[src/rtl/split_sample_driver_if.sv]
// Request/result bundle between a split_sample_driver and its requester/split.
// The slave side is the driver itself; the master side issues requests and evaluates the split.
interface split_sample_driver_if #(
    parameter int VEC_W = 64
);
    logic             start;
    logic             seed_load;
    logic [31:0]      seed_in;
    logic [VEC_W-1:0] cand_o;
    logic             x_i;
    logic             busy;
    logic             out_valid;
    logic             out_ready;
    logic             sat;
    logic [7:0]       tries;

    modport master (
        output start, seed_load, seed_in, x_i, out_ready,
        input  cand_o, busy, out_valid, sat, tries
    );

    modport slave (
        input  start, seed_load, seed_in, x_i, out_ready,
        output cand_o, busy, out_valid, sat, tries
    );
endinterface

[src/rtl/split_sample_driver.sv]
// LFSR-based candidate generator for a split_N constraint: fills the flattened
// assignment vector, waits for the split verdict and retries up to MAX_TRIES times.
module split_sample_driver #(
    parameter int          VEC_W     = 64,
    parameter int          EVAL_LAT  = 1,
    parameter int          MAX_TRIES = 16,
    parameter logic [31:0] SEED      = 32'hACE1_0001
) (
    input logic                  clk,
    input logic                  rst,
    split_sample_driver_if.slave bus
);
    typedef enum logic [1:0] {IDLE, FILL, EVAL, HOLD} state_t;

    localparam int              WORDS     = (VEC_W + 31) / 32;
    localparam int              WC_W      = (WORDS > 1) ? $clog2(WORDS) : 1;
    localparam int              EC_W      = (EVAL_LAT > 1) ? $clog2(EVAL_LAT) : 1;
    localparam logic [WC_W-1:0] WORD_LAST = WC_W'(WORDS - 1);
    localparam logic [EC_W-1:0] EVAL_LAST = EC_W'(EVAL_LAT - 1);
    localparam logic [7:0]      TRY_LIMIT = 8'(MAX_TRIES);
    localparam logic [31:0]     TAPS      = 32'h8020_0003;

    state_t          state;
    logic [31:0]     lfsr;
    logic [31:0]     lfsr_next;
    logic [WC_W-1:0] word_cnt;
    logic [EC_W-1:0] eval_cnt;

    // Right-shifting Galois step for x^32+x^22+x^2+x+1.
    function automatic logic [31:0] lfsr_step(input logic [31:0] s);
        return {1'b0, s[31:1]} ^ (s[0] ? TAPS : 32'h0);
    endfunction

    assign lfsr_next = lfsr_step(lfsr);

    always_ff @(posedge clk) begin
        if (rst) begin
            state         <= IDLE;
            lfsr          <= SEED;
            word_cnt      <= '0;
            eval_cnt      <= '0;
            bus.cand_o    <= '0;
            bus.tries     <= '0;
            bus.sat       <= 1'b0;
            bus.out_valid <= 1'b0;
            bus.busy      <= 1'b0;
        end else begin
            case (state)
                IDLE: begin
                    // A zero seed would lock the LFSR, so it falls back to SEED.
                    if (bus.seed_load) begin
                        lfsr <= (bus.seed_in == 32'h0) ? SEED : bus.seed_in;
                    end else if (bus.start) begin
                        bus.tries <= '0;
                        word_cnt  <= '0;
                        bus.busy  <= 1'b1;
                        state     <= FILL;
                    end
                end
                FILL: begin
                    // Earlier words migrate upward so the first word ends in the MSBs.
                    bus.cand_o <= VEC_W'({bus.cand_o, lfsr_next});
                    lfsr       <= lfsr_next;
                    if (word_cnt == WORD_LAST) begin
                        bus.tries <= bus.tries + 8'd1;
                        eval_cnt  <= '0;
                        state     <= EVAL;
                    end else begin
                        word_cnt <= word_cnt + 1'b1;
                    end
                end
                EVAL: begin
                    if (eval_cnt == EVAL_LAST) begin
                        if (bus.x_i) begin
                            bus.sat       <= 1'b1;
                            bus.out_valid <= 1'b1;
                            state         <= HOLD;
                        end else if (bus.tries == TRY_LIMIT) begin
                            bus.sat       <= 1'b0;
                            bus.out_valid <= 1'b1;
                            state         <= HOLD;
                        end else begin
                            word_cnt <= '0;
                            state    <= FILL;
                        end
                    end else begin
                        eval_cnt <= eval_cnt + 1'b1;
                    end
                end
                HOLD: begin
                    if (bus.out_ready) begin
                        bus.out_valid <= 1'b0;
                        bus.busy      <= 1'b0;
                        state         <= IDLE;
                    end
                end
                default: state <= IDLE;
            endcase
        end
    end
endmodule

[src/flat_wrapper.sv]
// flat-port wrapper written by rule: the top's interface ports become plain ports
module split_sample_driver_flat 
#(
    parameter int          VEC_W     = 64,
    parameter int          EVAL_LAT  = 1,
    parameter int          MAX_TRIES = 16,
    parameter logic [31:0] SEED      = 32'hACE1_0001
)
  (clk, rst, bus_start, bus_seed_load, bus_seed_in, bus_x_i, bus_out_ready, bus_cand_o, bus_busy, bus_out_valid, bus_sat, bus_tries);
  split_sample_driver_if #(.VEC_W(VEC_W)) bus_i ();
  input logic clk;
  input logic rst;
  input wire logic [$bits(bus_i.start)-1:0] bus_start;
  input wire logic [$bits(bus_i.seed_load)-1:0] bus_seed_load;
  input wire logic [$bits(bus_i.seed_in)-1:0] bus_seed_in;
  input wire logic [$bits(bus_i.x_i)-1:0] bus_x_i;
  input wire logic [$bits(bus_i.out_ready)-1:0] bus_out_ready;
  output wire logic [$bits(bus_i.cand_o)-1:0] bus_cand_o;
  output wire logic [$bits(bus_i.busy)-1:0] bus_busy;
  output wire logic [$bits(bus_i.out_valid)-1:0] bus_out_valid;
  output wire logic [$bits(bus_i.sat)-1:0] bus_sat;
  output wire logic [$bits(bus_i.tries)-1:0] bus_tries;
  assign bus_i.start = bus_start;
  assign bus_i.seed_load = bus_seed_load;
  assign bus_i.seed_in = bus_seed_in;
  assign bus_i.x_i = bus_x_i;
  assign bus_i.out_ready = bus_out_ready;
  assign bus_cand_o = bus_i.cand_o;
  assign bus_busy = bus_i.busy;
  assign bus_out_valid = bus_i.out_valid;
  assign bus_sat = bus_i.sat;
  assign bus_tries = bus_i.tries;
  split_sample_driver #(.VEC_W(VEC_W), .EVAL_LAT(EVAL_LAT), .MAX_TRIES(MAX_TRIES), .SEED(SEED)) u_core (.clk(clk), .rst(rst), .bus(bus_i));
endmodule
[config.mk]
export PLATFORM = sky130hd
export DESIGN_NAME = split_sample_driver_flat
export DESIGN_NICKNAME = d
export VERILOG_FILES = /design/src/rtl/split_sample_driver_if.sv /design/src/rtl/split_sample_driver.sv /design/src/flat_wrapper.sv
export SDC_FILE = /design/constraint.sdc
export NUM_CORES = 1
export LEC_CHECK = 0
export CAP_MARGIN = 20
export CORE_MARGIN = 2
export CORE_UTILIZATION = 53
export DETAILED_ROUTE_END_ITERATION = 6
export GPL_ROUTABILITY_DRIVEN = 0
export MAX_ROUTING_LAYER = met4
export PLACE_DENSITY_LB_ADDON = 0.2
export SLEW_MARGIN = 30
export SYNTH_ARGS = -nofsm -noshare
export SYNTH_HDL_FRONTEND = slang
export SYNTH_SLANG_ARGS = --single-unit
[constraint.sdc]
create_clock -name clk -period 4.55 [get_ports clk]
set_input_delay 0.6825 -clock clk [delete_from_list [all_inputs] [get_ports clk]]
set_output_delay 0.6825 -clock clk [all_outputs]
set_load 0.02 [all_outputs]
## Word level (Yosys, flattened, before mapping)

Cells that the tools add are included.

| word-level totals | value |
|---|---|
| input bits | 38 |
| word-level logic and storage cells | 79 |
| output and inout bits | 75 |
| bits in registers | 111 |

| cells by class | value |
|---|---|
| equality and inequality tests | 13 |
| bitwise operators | 2 |
| reduce and logical (&&, ||, !) cells | 16 |
| multiplexer cells | 36 |
| add/sub/neg operators | 3 |

Operators with widths:

| operator | number |
|---|---|
| $mux W32 | 3 |
| $pmux W32 S2 | 1 |
| $logic_not A32 Y1 | 1 |
| $xor A31 B32 Y32 | 1 |
| $mux W8 | 3 |
| $mux W1 | 16 |
| $pmux W8 S2 | 1 |
| $mux W2 | 7 |
| $ne A2 B2 Y1 const B | 7 |
| $reduce_and A4 Y1 | 3 |
| $reduce_bool A2 Y1 | 5 |
| $add A8 B1 Y8 const B | 1 |
| $eq A8 B5 Y1 const B | 1 |
| $pmux W2 S4 | 1 |
| $pmux W1 S2 | 3 |
| $reduce_and A6 Y1 | 1 |
| $reduce_and A5 Y1 | 1 |
| $eq A2 B2 Y1 const B | 2 |
| $reduce_and A2 Y1 | 2 |
| $ne A3 B2 Y1 const B | 1 |
| $pmux W1 S3 | 1 |
| $reduce_and A3 Y1 | 1 |
| $reduce_bool A3 Y1 | 1 |
| $add A1 B1 Y1 const B | 2 |
| 4 further kinds | 4 |

## Logic depth before layout (Yosys ltp)

Gate-level depths: netlist (run 1).

| logic depth | value |
|---|---|
| word-level depth | 5 |
| gate-level depth with buffers | 6 |
| depth with buffers taken out | 5 |

## Worst setup path after synthesis (run 1)

OpenSTA, ideal clock, no wires.

| path | value |
|---|---|
| path type | input-to-reg |
| start point | input bus_seed_load |
| end point | register u_core.bus.tries[5] |
| data arrival time | 2,082 ps |
| path buffers | 2 |
| path slack | 2,397 ps |
| stages | 6 |
| cells stage by stage | buf_6 or3b_1 buf_2 a21o_1 or4_1 a21oi_1 |

| between the ends | value |
|---|---|
| longest elaborated chain between the ends | 2 |

RTL lines:

| item | line | RTL |
|---|---|---|
| from (decl) | flat_wrapper.sv:14 | `input wire logic [$bits(bus_i.seed_load)-1:0] bus_seed_load;` |
| $ne A2 B2 Y1 (no line) | n/a |  |
| $reduce_and A4 Y1 (no line) | n/a |  |
| to (signal assigned) | split_sample_driver.sv:65 | `bus.tries <= bus.tries + 8'd1;` |
| to (decl) | split_sample_driver_if.sv:24 | `output cand_o, busy, out_valid, sat, tries` |

No other way between the ends.
A chain may end at the register's enable or synchronous reset.

## Worst setup path after layout (run 1)

| path | value |
|---|---|
| start point | input bus_seed_load |
| end point | register u_core.bus.tries[7] |

Same word-level chain as after synthesis.

==> results of run 1 <==
## state kept, by name, summed over array words and instances, names as in the netlist
name and flops:
u_core.lfsr 32, u_core.state 2, u_core.bus.out_valid 1, u_core.word_cnt 1, u_core.bus.tries 8, u_core.bus.cand_o 64
u_core.bus.busy 1, u_core.bus.sat 1
## stage by stage
step / setup WS, ns / total power [W] / cell area, µm² / utilization / hold WS [ns]
2_1_floorplan: 2.397 / 0.001395 / 4611 / - / 0.4453
3_3_place_gp: 1.502 / 0.001551 / 5741 / 0.6680 / 0.4410
3_5_place_dp: 1.431 / 0.001580 / 5796 / 0.6744 / 0.4458
4_1_cts: 1.821 / 0.002131 / 5987 / 0.6967 / 0.4618
5_1_grt: 1.611 / 0.002229 / 5995 / 0.6976 / 0.4845
6_report: 1.740 / 0.002128 / 5995 / 0.6976 / 0.4591
## cell families after synthesis
family	share of synthesized area
adder cells (fa/ha/maj)	0.005427
buffers and inverters	0.04668
flip-flops	0.4776
AO/OA/AOI/OAI	0.2252
AND/OR/NAND/NOR	0.2337
XOR/XNOR	0.01140
## Yosys cell counts
master,instances
nor2b_1,24
nand4b_1,2
buf_1,7
or3_1,1
a31oi_1,1
buf_6,1
or2_2,1
nor4b_1,1
nor3b_1,4
ha_1,2
nand3_1,6
o21a_1,1
a2111o_1,7
o21bai_1,3
nor4_1,9
inv_1,7
nand3b_1,7
a2111oi_0,1
o221a_2,22
buf_2,1
a211oi_1,5
a21o_1,4
or3b_1,1
nor2_1,38
nand2b_1,2
a211o_1,1
o31ai_1,2
clkinv_1,1
nand4_1,3
or4_1,2
o21ai_1,1
a2bb2oi_1,1
xnor2_1,6
dfxtp_1,110
o21ai_0,3
clkbuf_1,38
a21oi_1,106
a22oi_1,1
o311ai_0,1
nand2_1,139
## path summary, 6_finish.rpt
path | startpoint | to | slack, ns
hold / removal | u_core.bus.cand_o[33] | u_core.bus.cand_o[33] | 0.46
hold reg to reg | u_core.bus.cand_o[33] | u_core.bus.cand_o[33] | 0.46
setup / recovery | bus_seed_load | u_core.bus.tries[7] | 1.74
setup reg to reg | u_core.state[0] | u_core.bus.tries[7] | 2.26
## cells in the final DEF, fill, tap and decap left out, types with 8 or more instances in the layout
cell type,count
clkdlybuf4s50_1,111
clkbuf_8,9
a21oi_1,106
nor4_1,8
o221a_2,22
nor2_1,38
nor2b_1,23
nand2_1,139
dfxtp_1,108
## power groups by stage
stage                     sequential, W  combinational (W)  clock (W)
after floorplan                 0.00115           0.000250          0
after global placement          0.00113           0.000420          0
after detailed placement        0.00114           0.000444          0
after CTS                       0.00111           0.000446   0.000572
after global routing            0.00113           0.000486   0.000616
final                           0.00112           0.000446   0.000566
## worst register-to-register path, cell delays in order, from the launching register on
cell,delay [ns]
dfxtp_2,0.33
buf_4,0.32
or3b_1,0.58
a2111oi_0,0.67
nor3b_1,0.12
a21o_1,0.17
## routing by layer
metal | wire length, µm | part of all wire | GRT usage
met1 | 5334 | 0.46 | 0.3381
met2 | 5499 | 0.47 | 0.3942
met3 | 642 | 0.055 | 0.04173
met4 | 179 | 0.015 | 0.07799
met5 | 0 | 0 | -
## cell type report
type	instances	area share
clock buffers	9	0.02066
clock inverters	7	0.01127
inverters	8	0.005009
well taps	108	0.02254
multi-input cells	408	0.3686
repair buffers	121	0.2041
flip-flops and latches	110	0.3678
==> impl_metrics.json, run 1 <==
{
  "avgSynthCellArea_um2": 8.047,
  "critPathSlowestCell": "clkdlybuf4s50_1",
  "reg2reg_depth": 5,
  "drive_gt1_frac": 0.08145,
  "skew_ns": 0.01506,
  "dp.cells": 755,
  "intPower_w": 0.001460,
  "ys_seq_elements": 110,
  "grt_max_degree": 81,
  "placementRows": 34,
  "drtIter0Drc": 239,
  "status": "finished, final reports clean",
  "switching_power_w": 0.0006679,
  "slowest_delay_ns": 0.78,
  "path_class": "primary input to register",
  "start_util": 0.5365,
  "crit_buf_inv": 1,
  "stdcell_count": 771,
  "clock-root-buffer": "clkbuf_8",
  "yosys.area.top_type": "dfxtp_1",
  "cp.depth": 5,
  "gr-total-overflow": 0,
  "layout.nets": 698,
  "cp-end-kind": "register",
  "hold_viol_final": 0,
  "finalSetupViolations": 0,
  "post-route-min-period_ns": 2.810,
  "drc": 0,
  "tightest_slew_ns": 0.8354,
  "drt-wirelength-per-cell_um": 15.12,
  "clkLatencyLatePin_ns": 0.38,
  "drv_slew": 0,
  "io_pins": 113,
  "die_y_um": 97.27,
  "register_area_um2": 2205,
  "peakVddDrop_mv": 0.2224,
  "crit_required_ns": 4.82,
  "cts-hold-fix-buffers": 0,
  "ys_warn_count": 0,
  "antenna_found_initial": 0,
  "numCtsBuffers": 9,
  "drtPass1Iterations": 5,
  "yosysTopAreaCellShare": 0.4776,
  "num_antenna_cells": 0,
  "hold_path.class": "register to register",
  "p_comb_frac": 0.210,
  "num-fill-cells": 719,
  "yosys-top-cells-area": "dfxtp_1 (48%), a21oi_1 (12%), nand2_1 (11%)",
  "die-area_um2": 9461,
  "ys_types": 40,
  "clock_path_buffers": 2,
  "final.period_utilization": 0.6175,
  "critPathArrivalTime_ns": 3.08,
  "syn-cell-area_um2": 4611,
  "maxSlewHeadroom": 0.4431,
  "crit_chain": "clkdlybuf4s50_1 -> or3b_1 -> a2111oi_0 -> nor3b_1 -> a21o_1",
  "min_path_cells": 2,
  "multi_input_area_um2": 2210,
  "portBuffers": 112,
  "cts_resized": 0,
  "grt_pass1_vias": 3925,
  "leakage_nw": 2.096,
  "h-tree-depth": 3,
  "power_frac_clock": 0.266,
  "powerDensity_nw_per_um2": 354.9,
  "cts.sinks": 110,
  "dp_hpwl_um": 8077,
  "max_freq_mhz": 355.9,
  "synth_fp_nets": 613,
  "path_max_fanout": 19,
  "cts_tree": "built",
  "chipWidth_um": 97.27,
  "ys_seq_area_frac": 0.4776,
  "coreArea_um2": 8593,
  "pwr-share-seq": 0.524,
  "vias": 4362,
  "cp-start-kind": "primary input",
  "grt_pass1_wl_um": 19190,
  "syn_inst": 573,
  "viasPerCell": 5.658,
  "syn2layout_area_growth_pct": 30.01,
  "wl_um": 11660,
  "maxCapViolCount": 0,
  "drtAntennaViolNets": 0,
  "post_cts_buffers": 0,
  "cpLargestDelayFamily": "compound AO/OA/AOI/OAI gates",
  "grt.total_usage": 0.2518,
  "p_sw_frac": 0.3139,
  "finalSetupTns_ns": 0,
  "grt_setup_unrepaired": "no",
  "clk_pin_slew_ns": 0.10
}
Note: power is estimated with default switching activity, not from simulation.
==> inputs of run 2 (changes only) <==
--- a/config.mk
+++ b/config.mk
@@ -7,7 +7,7 @@
 export LEC_CHECK = 0
 export CAP_MARGIN = 20
 export CORE_MARGIN = 2
-export CORE_UTILIZATION = 53
+export CORE_UTILIZATION = 49
 export DETAILED_ROUTE_END_ITERATION = 6
 export GPL_ROUTABILITY_DRIVEN = 0
 export MAX_ROUTING_LAYER = met4
==> constraint.sdc (replaced) <==
create_clock -name clk -period 2.9 [get_ports clk]
set_input_delay 0.435 -clock clk [delete_from_list [all_inputs] [get_ports clk]]
set_output_delay 0.435 -clock clk [all_outputs]
set_load 0.02 [all_outputs]
==> run 2 against run 1 <==
Compared with the run above:
- critical endpoint unchanged
- worst hold slack lost 0.0010 ns
- non-clock buffer count grew 2
- wire length shrank 2.5%
- clock skew shrank 0.0017 ns
- sequential share of layout area grew 0.15 points
- utilization shrank 4.9 points
- flip-flop and latch count is the same
==> impl_metrics.json, run 2 (synthesized netlist as in run 1, its figures left out) <==
{
  "cts-hold-fix-buffers": 0,
  "grt.total_usage": 0.2350,
  "numCtsBuffers": 9,
  "finalSetupTns_ns": 0,
  "finalSetupViolations": 0,
  "grt_pass1_vias": 3958,
  "portBuffers": 112,
  "cts_tree": "built",
  "use_met1": 0.3209,
  "crit_required_ns": 3.16,
  "clk_pin_slew_ns": 0.11,
  "placementRows": 35,
  "cts.sinks": 110,
  "post-route-min-period_ns": 2.195,
  "skew_ns": 0.01340,
  "wl_um": 11370,
  "syn2layout_area_growth_pct": 29.42,
  "use_met3": 0.03745,
  "final.period_utilization": 0.7571,
  "hold_path.class": "register to register",
  "whs_ns": 0.4581,
  "tightest_slew_ns": 0.6236,
  "min_path_cells": 2,
  "path_class": "register to register",
  "dp_hpwl_um": 7985,
  "die_y_um": 101,
  "coreArea_um2": 9196,
  "viasPerCell": 5.542,
  "antenna_found_initial": 0,
  "drive_gt1_frac": 0.07982,
  "post_cts_buffers": 0,
  "grt-busiest-layer": "met2",
  "drtAntennaViolNets": 0,
  "vias": 4295,
  "cts_resized": 0,
  "slowest_delay_ns": 0.66,
  "powerDensity_nw_per_um2": 550.6,
  "mostFrequentLayoutCells": "nand2_1 (139), clkdlybuf4s50_1 (111), dfxtp_1 (109)",
  "drtPass1Iterations": 5,
  "drc": 0,
  "h-tree-depth": 3,
  "grt_setup_unrepaired": "no",
  "layout.nets": 700,
  "peakVddDrop_mv": 0.2917,
  "critPathArrivalTime_ns": 2.46,
  "cp-end-kind": "register",
  "clock-root-buffer": "clkbuf_8",
  "gr-total-overflow": 0,
  "clock_path_buffers": 2,
  "maxCapViolCount": 0,
  "drt-wirelength-per-cell_um": 14.67,
  "cp-start-kind": "register",
  "leakage_nw": 2.086,
  "drv_slew": 0,
  "chipWidth_um": 101,
  "maxSlewHeadroom": 0.5735,
  "io_pins": 113,
  "use_met2": 0.3646,
  "critPathSlowestCell": "a2111oi_0",
  "max_freq_mhz": 455.5,
  "power_w": 0.003285,
  "layout_commonest_cell": "nand2_1",
  "num_antenna_cells": 0,
  "status": "finished, final reports clean",
  "largest_register_ffs": 64,
  "clkLatencyLatePin_ns": 0.37,
  "grt_max_degree": 69,
  "regMostFlops": "u_core.bus.cand_o",
  "top_regs": "u_core.bus.cand_o: 64 flops, u_core.lfsr: 32 flops, u_core.bus.tries: 8 flops",
  "crit_chain": "or3b_1 -> a2111oi_0 -> nor3b_1 -> a21o_1",
  "drtIter0Drc": 265,
  "grt_pass1_wl_um": 18860,
  "reg2reg_depth": 4,
  "start_util": 0.5014,
  "die-area_um2": 10200,
  "hold_viol_final": 0,
  "path_max_fanout": 40
}
-- run 2: power breakdown --
group	switching [W]	total, W	internal [W]
Clock	0.000528	0.000852	0.000325
Combinational	0.000363	0.000678	0.000315
Sequential	0.000124	0.00176	0.00163
-- run 2: metal layers --
| metal | up-vias | share of wire |
|---|---|---|
| met1 | 2001 | 0.48 |
| met4 | 0 | 0.011 |
| met3 | 12 | 0.051 |
| li1 | 2152 | - |
| met2 | 130 | 0.45 |
| met5 | - | 0 |
-- run 2: final cells by class --
class / instances / area [µm²]
fillers: 789 / 3229
repair buffers: 123 / 1211
multi-input cells: 408 / 2203
well taps: 111 / 138.9
flip-flops and latches: 110 / 2203
clock inverters: 6 / 56.30
inverters: 8 / 30.03
clock buffers: 9 / 123.9
-- run 2: stage by stage --
step | instances | setup slack [ns] | utilization | area (µm²)
floorplan | 573 | 0.9943 | - | 4611
global placement | 760 | 0.5473 | 0.6293 | 5787
detailed placement | 760 | 0.3742 | 0.6293 | 5787
CTS | 775 | 0.7172 | 0.6488 | 5967
global route | 775 | 0.5517 | 0.6488 | 5967
finish | 775 | 0.7045 | 0.6488 | 5967
-- run 2: worst max-delay path: cells and delay by family (launching register included) --
kind / cells / cell delay (ns)
AND/OR/NAND/NOR: 2 / 0.73
AO/OA/AOI/OAI: 2 / 0.84
flip-flops: 1 / 0.53
-- run 2: final timing paths --
kind,from,end,slack (ns)
max reg2reg,u_core.state[0],u_core.bus.tries[7],0.70
max,u_core.state[0],u_core.bus.tries[7],0.70
min reg2reg,u_core.bus.cand_o[61],u_core.bus.cand_o[61],0.46
min,u_core.bus.cand_o[61],u_core.bus.cand_o[61],0.46
==> edit: new RTL, settings of run 1 <==
`VEC_W` is set to 64 in 3 places; all go to 128.
--- a/src/rtl/split_sample_driver_if.sv
+++ b/src/rtl/split_sample_driver_if.sv
@@ -2,5 +2,5 @@
 // The slave side is the driver itself; the master side issues requests and evaluates the split.
 interface split_sample_driver_if #(
-    parameter int VEC_W = 64
+    parameter int VEC_W = 128
 );
     logic             start;
--- a/src/rtl/split_sample_driver.sv
+++ b/src/rtl/split_sample_driver.sv
@@ -2,5 +2,5 @@
 // assignment vector, waits for the split verdict and retries up to MAX_TRIES times.
 module split_sample_driver #(
-    parameter int          VEC_W     = 64,
+    parameter int          VEC_W     = 128,
     parameter int          EVAL_LAT  = 1,
     parameter int          MAX_TRIES = 16,
--- a/src/flat_wrapper.sv
+++ b/src/flat_wrapper.sv
@@ -2,5 +2,5 @@
 module split_sample_driver_flat 
 #(
-    parameter int          VEC_W     = 64,
+    parameter int          VEC_W     = 128,
     parameter int          EVAL_LAT  = 1,
     parameter int          MAX_TRIES = 16,
Ports: changed (resized bus_cand_o); port bits go from 113 to 177. No check against the original RTL was run, so the function may have changed too.
==> edit against run 1 <==
  * Sequential power increased by 44%
  * First-iteration DRC count is 120% higher
  * Setup slack improved by 0.32 ns
  * Largest power group unchanged
  * Routed wire length up 44%
  * Area after synthesis up 39%
  * Final area up 46%
  * Power up 56%
  * Sequential cell count grew 65
  * Critical endpoint is now u_core.bus.cand_o[24]
  * Final cell count up 44%
==> edit: results <==
group,metric,value,unit
critical_path,cpMaxStageDelayCell,"nand2b_4",
clock_tree,numCtsBuffers,17,
cells_and_area,drive_gt1_frac,0.04037,
power_and_ir_drop,irDropWorstVdd,0.2098,mV
critical_path,crit_arrival,2.84,ns
drt,wirelength_met1,7.901,mm
global_route,grt_pass1_wl,26.63,mm
clock_tree,clock_latency,0.42,ns
drt,wl_per_cell,15.07,um
cells_and_area,reg.largest.list,"u_core.bus.cand_o (128), u_core.lfsr (32), u_core.bus.tries (8)",
synthesis,yosys-top-cells-count,"nand2_1 (318), dfxtp_1 (175), a21oi_1 (135)",
global_route,grt.met1_usage,0.3806,
global_route,track_usage,0.2649,
worst_hold_path,hold_path_end,"u_core.bus.cand_o[96]",
synthesis,synth_cells,809,
critical_path,r2r_slack,2.06,ns
timing,skew,0.008143,ns
timing,slew_headroom,0.4420,
cells_and_area,nNetsFinal,994,
global_route,grt_max_degree,86,
timing,finalCritPeriodShare,0.5472,
critical_path,critPathMaxFanout,76,
critical_path,crit_family,"simple AND/OR/NAND/NOR gates",
run_status,status,"complete, no violations",
synthesis,synth_fa_ha_area_frac,0.005862,
placement,port-buffer-count,176,
timing,whs,0.4543,ns
placement,pre_cts_slack,1.769,ns
synthesis,synth.area.top_cells,"dfxtp_1 (55%), nand2_1 (19%), a21oi_1 (11%), clkbuf_1 (2.4%), a31oi_1 (2.1%)",
worst_hold_path,hp-start,"u_core.bus.cand_o[96]",
critical_path,critPathKind,"register to register",
synthesis,synth_xor_area_frac,0.004103,
clock_tree,h-tree-depth,4,
global_route,grt_pass1_vias,5278,
placement,dp_hpwl,11.15,mm
power_and_ir_drop,leakage,2.972,nW
drt,drt-total-wl,16.78,mm
drt,vias,6025,
-- edit: report_power, final --
group	switching [mW]	internal (mW)	total, mW
Combinational	0.166	0.104	0.271
Sequential	0.0345	1.58	1.61
Clock	0.585	0.855	1.44
-- edit: layout make-up --
cell class	instances	area (um^2)	share of cell area
repair buffers	182	1804	0.2056
inverters	7	26.28	0.002994
clock inverters	8	106.4	0.01212
well taps	147	183.9	0.02096
flip-flops and latches	175	3503	0.3993
multi-input cells	570	2669	0.3041
clock buffers	24	481.7	0.05490
-- edit: cell families after synthesis --
logic type / Yosys count
fa+ha+maj: 3
compound gates: 188
simple gates: 376
flops: 175
buf+inv: 64
xor+xnor: 3
-- edit: worst register-to-register path, delay by kind of cell (launching register included) --
family	cells	cell delay (ns)
AOI/OAI and AO/OA	1	0.16
buffers and inverters	1	0.63
DFF	1	0.68
and+or+nand+nor	2	0.95
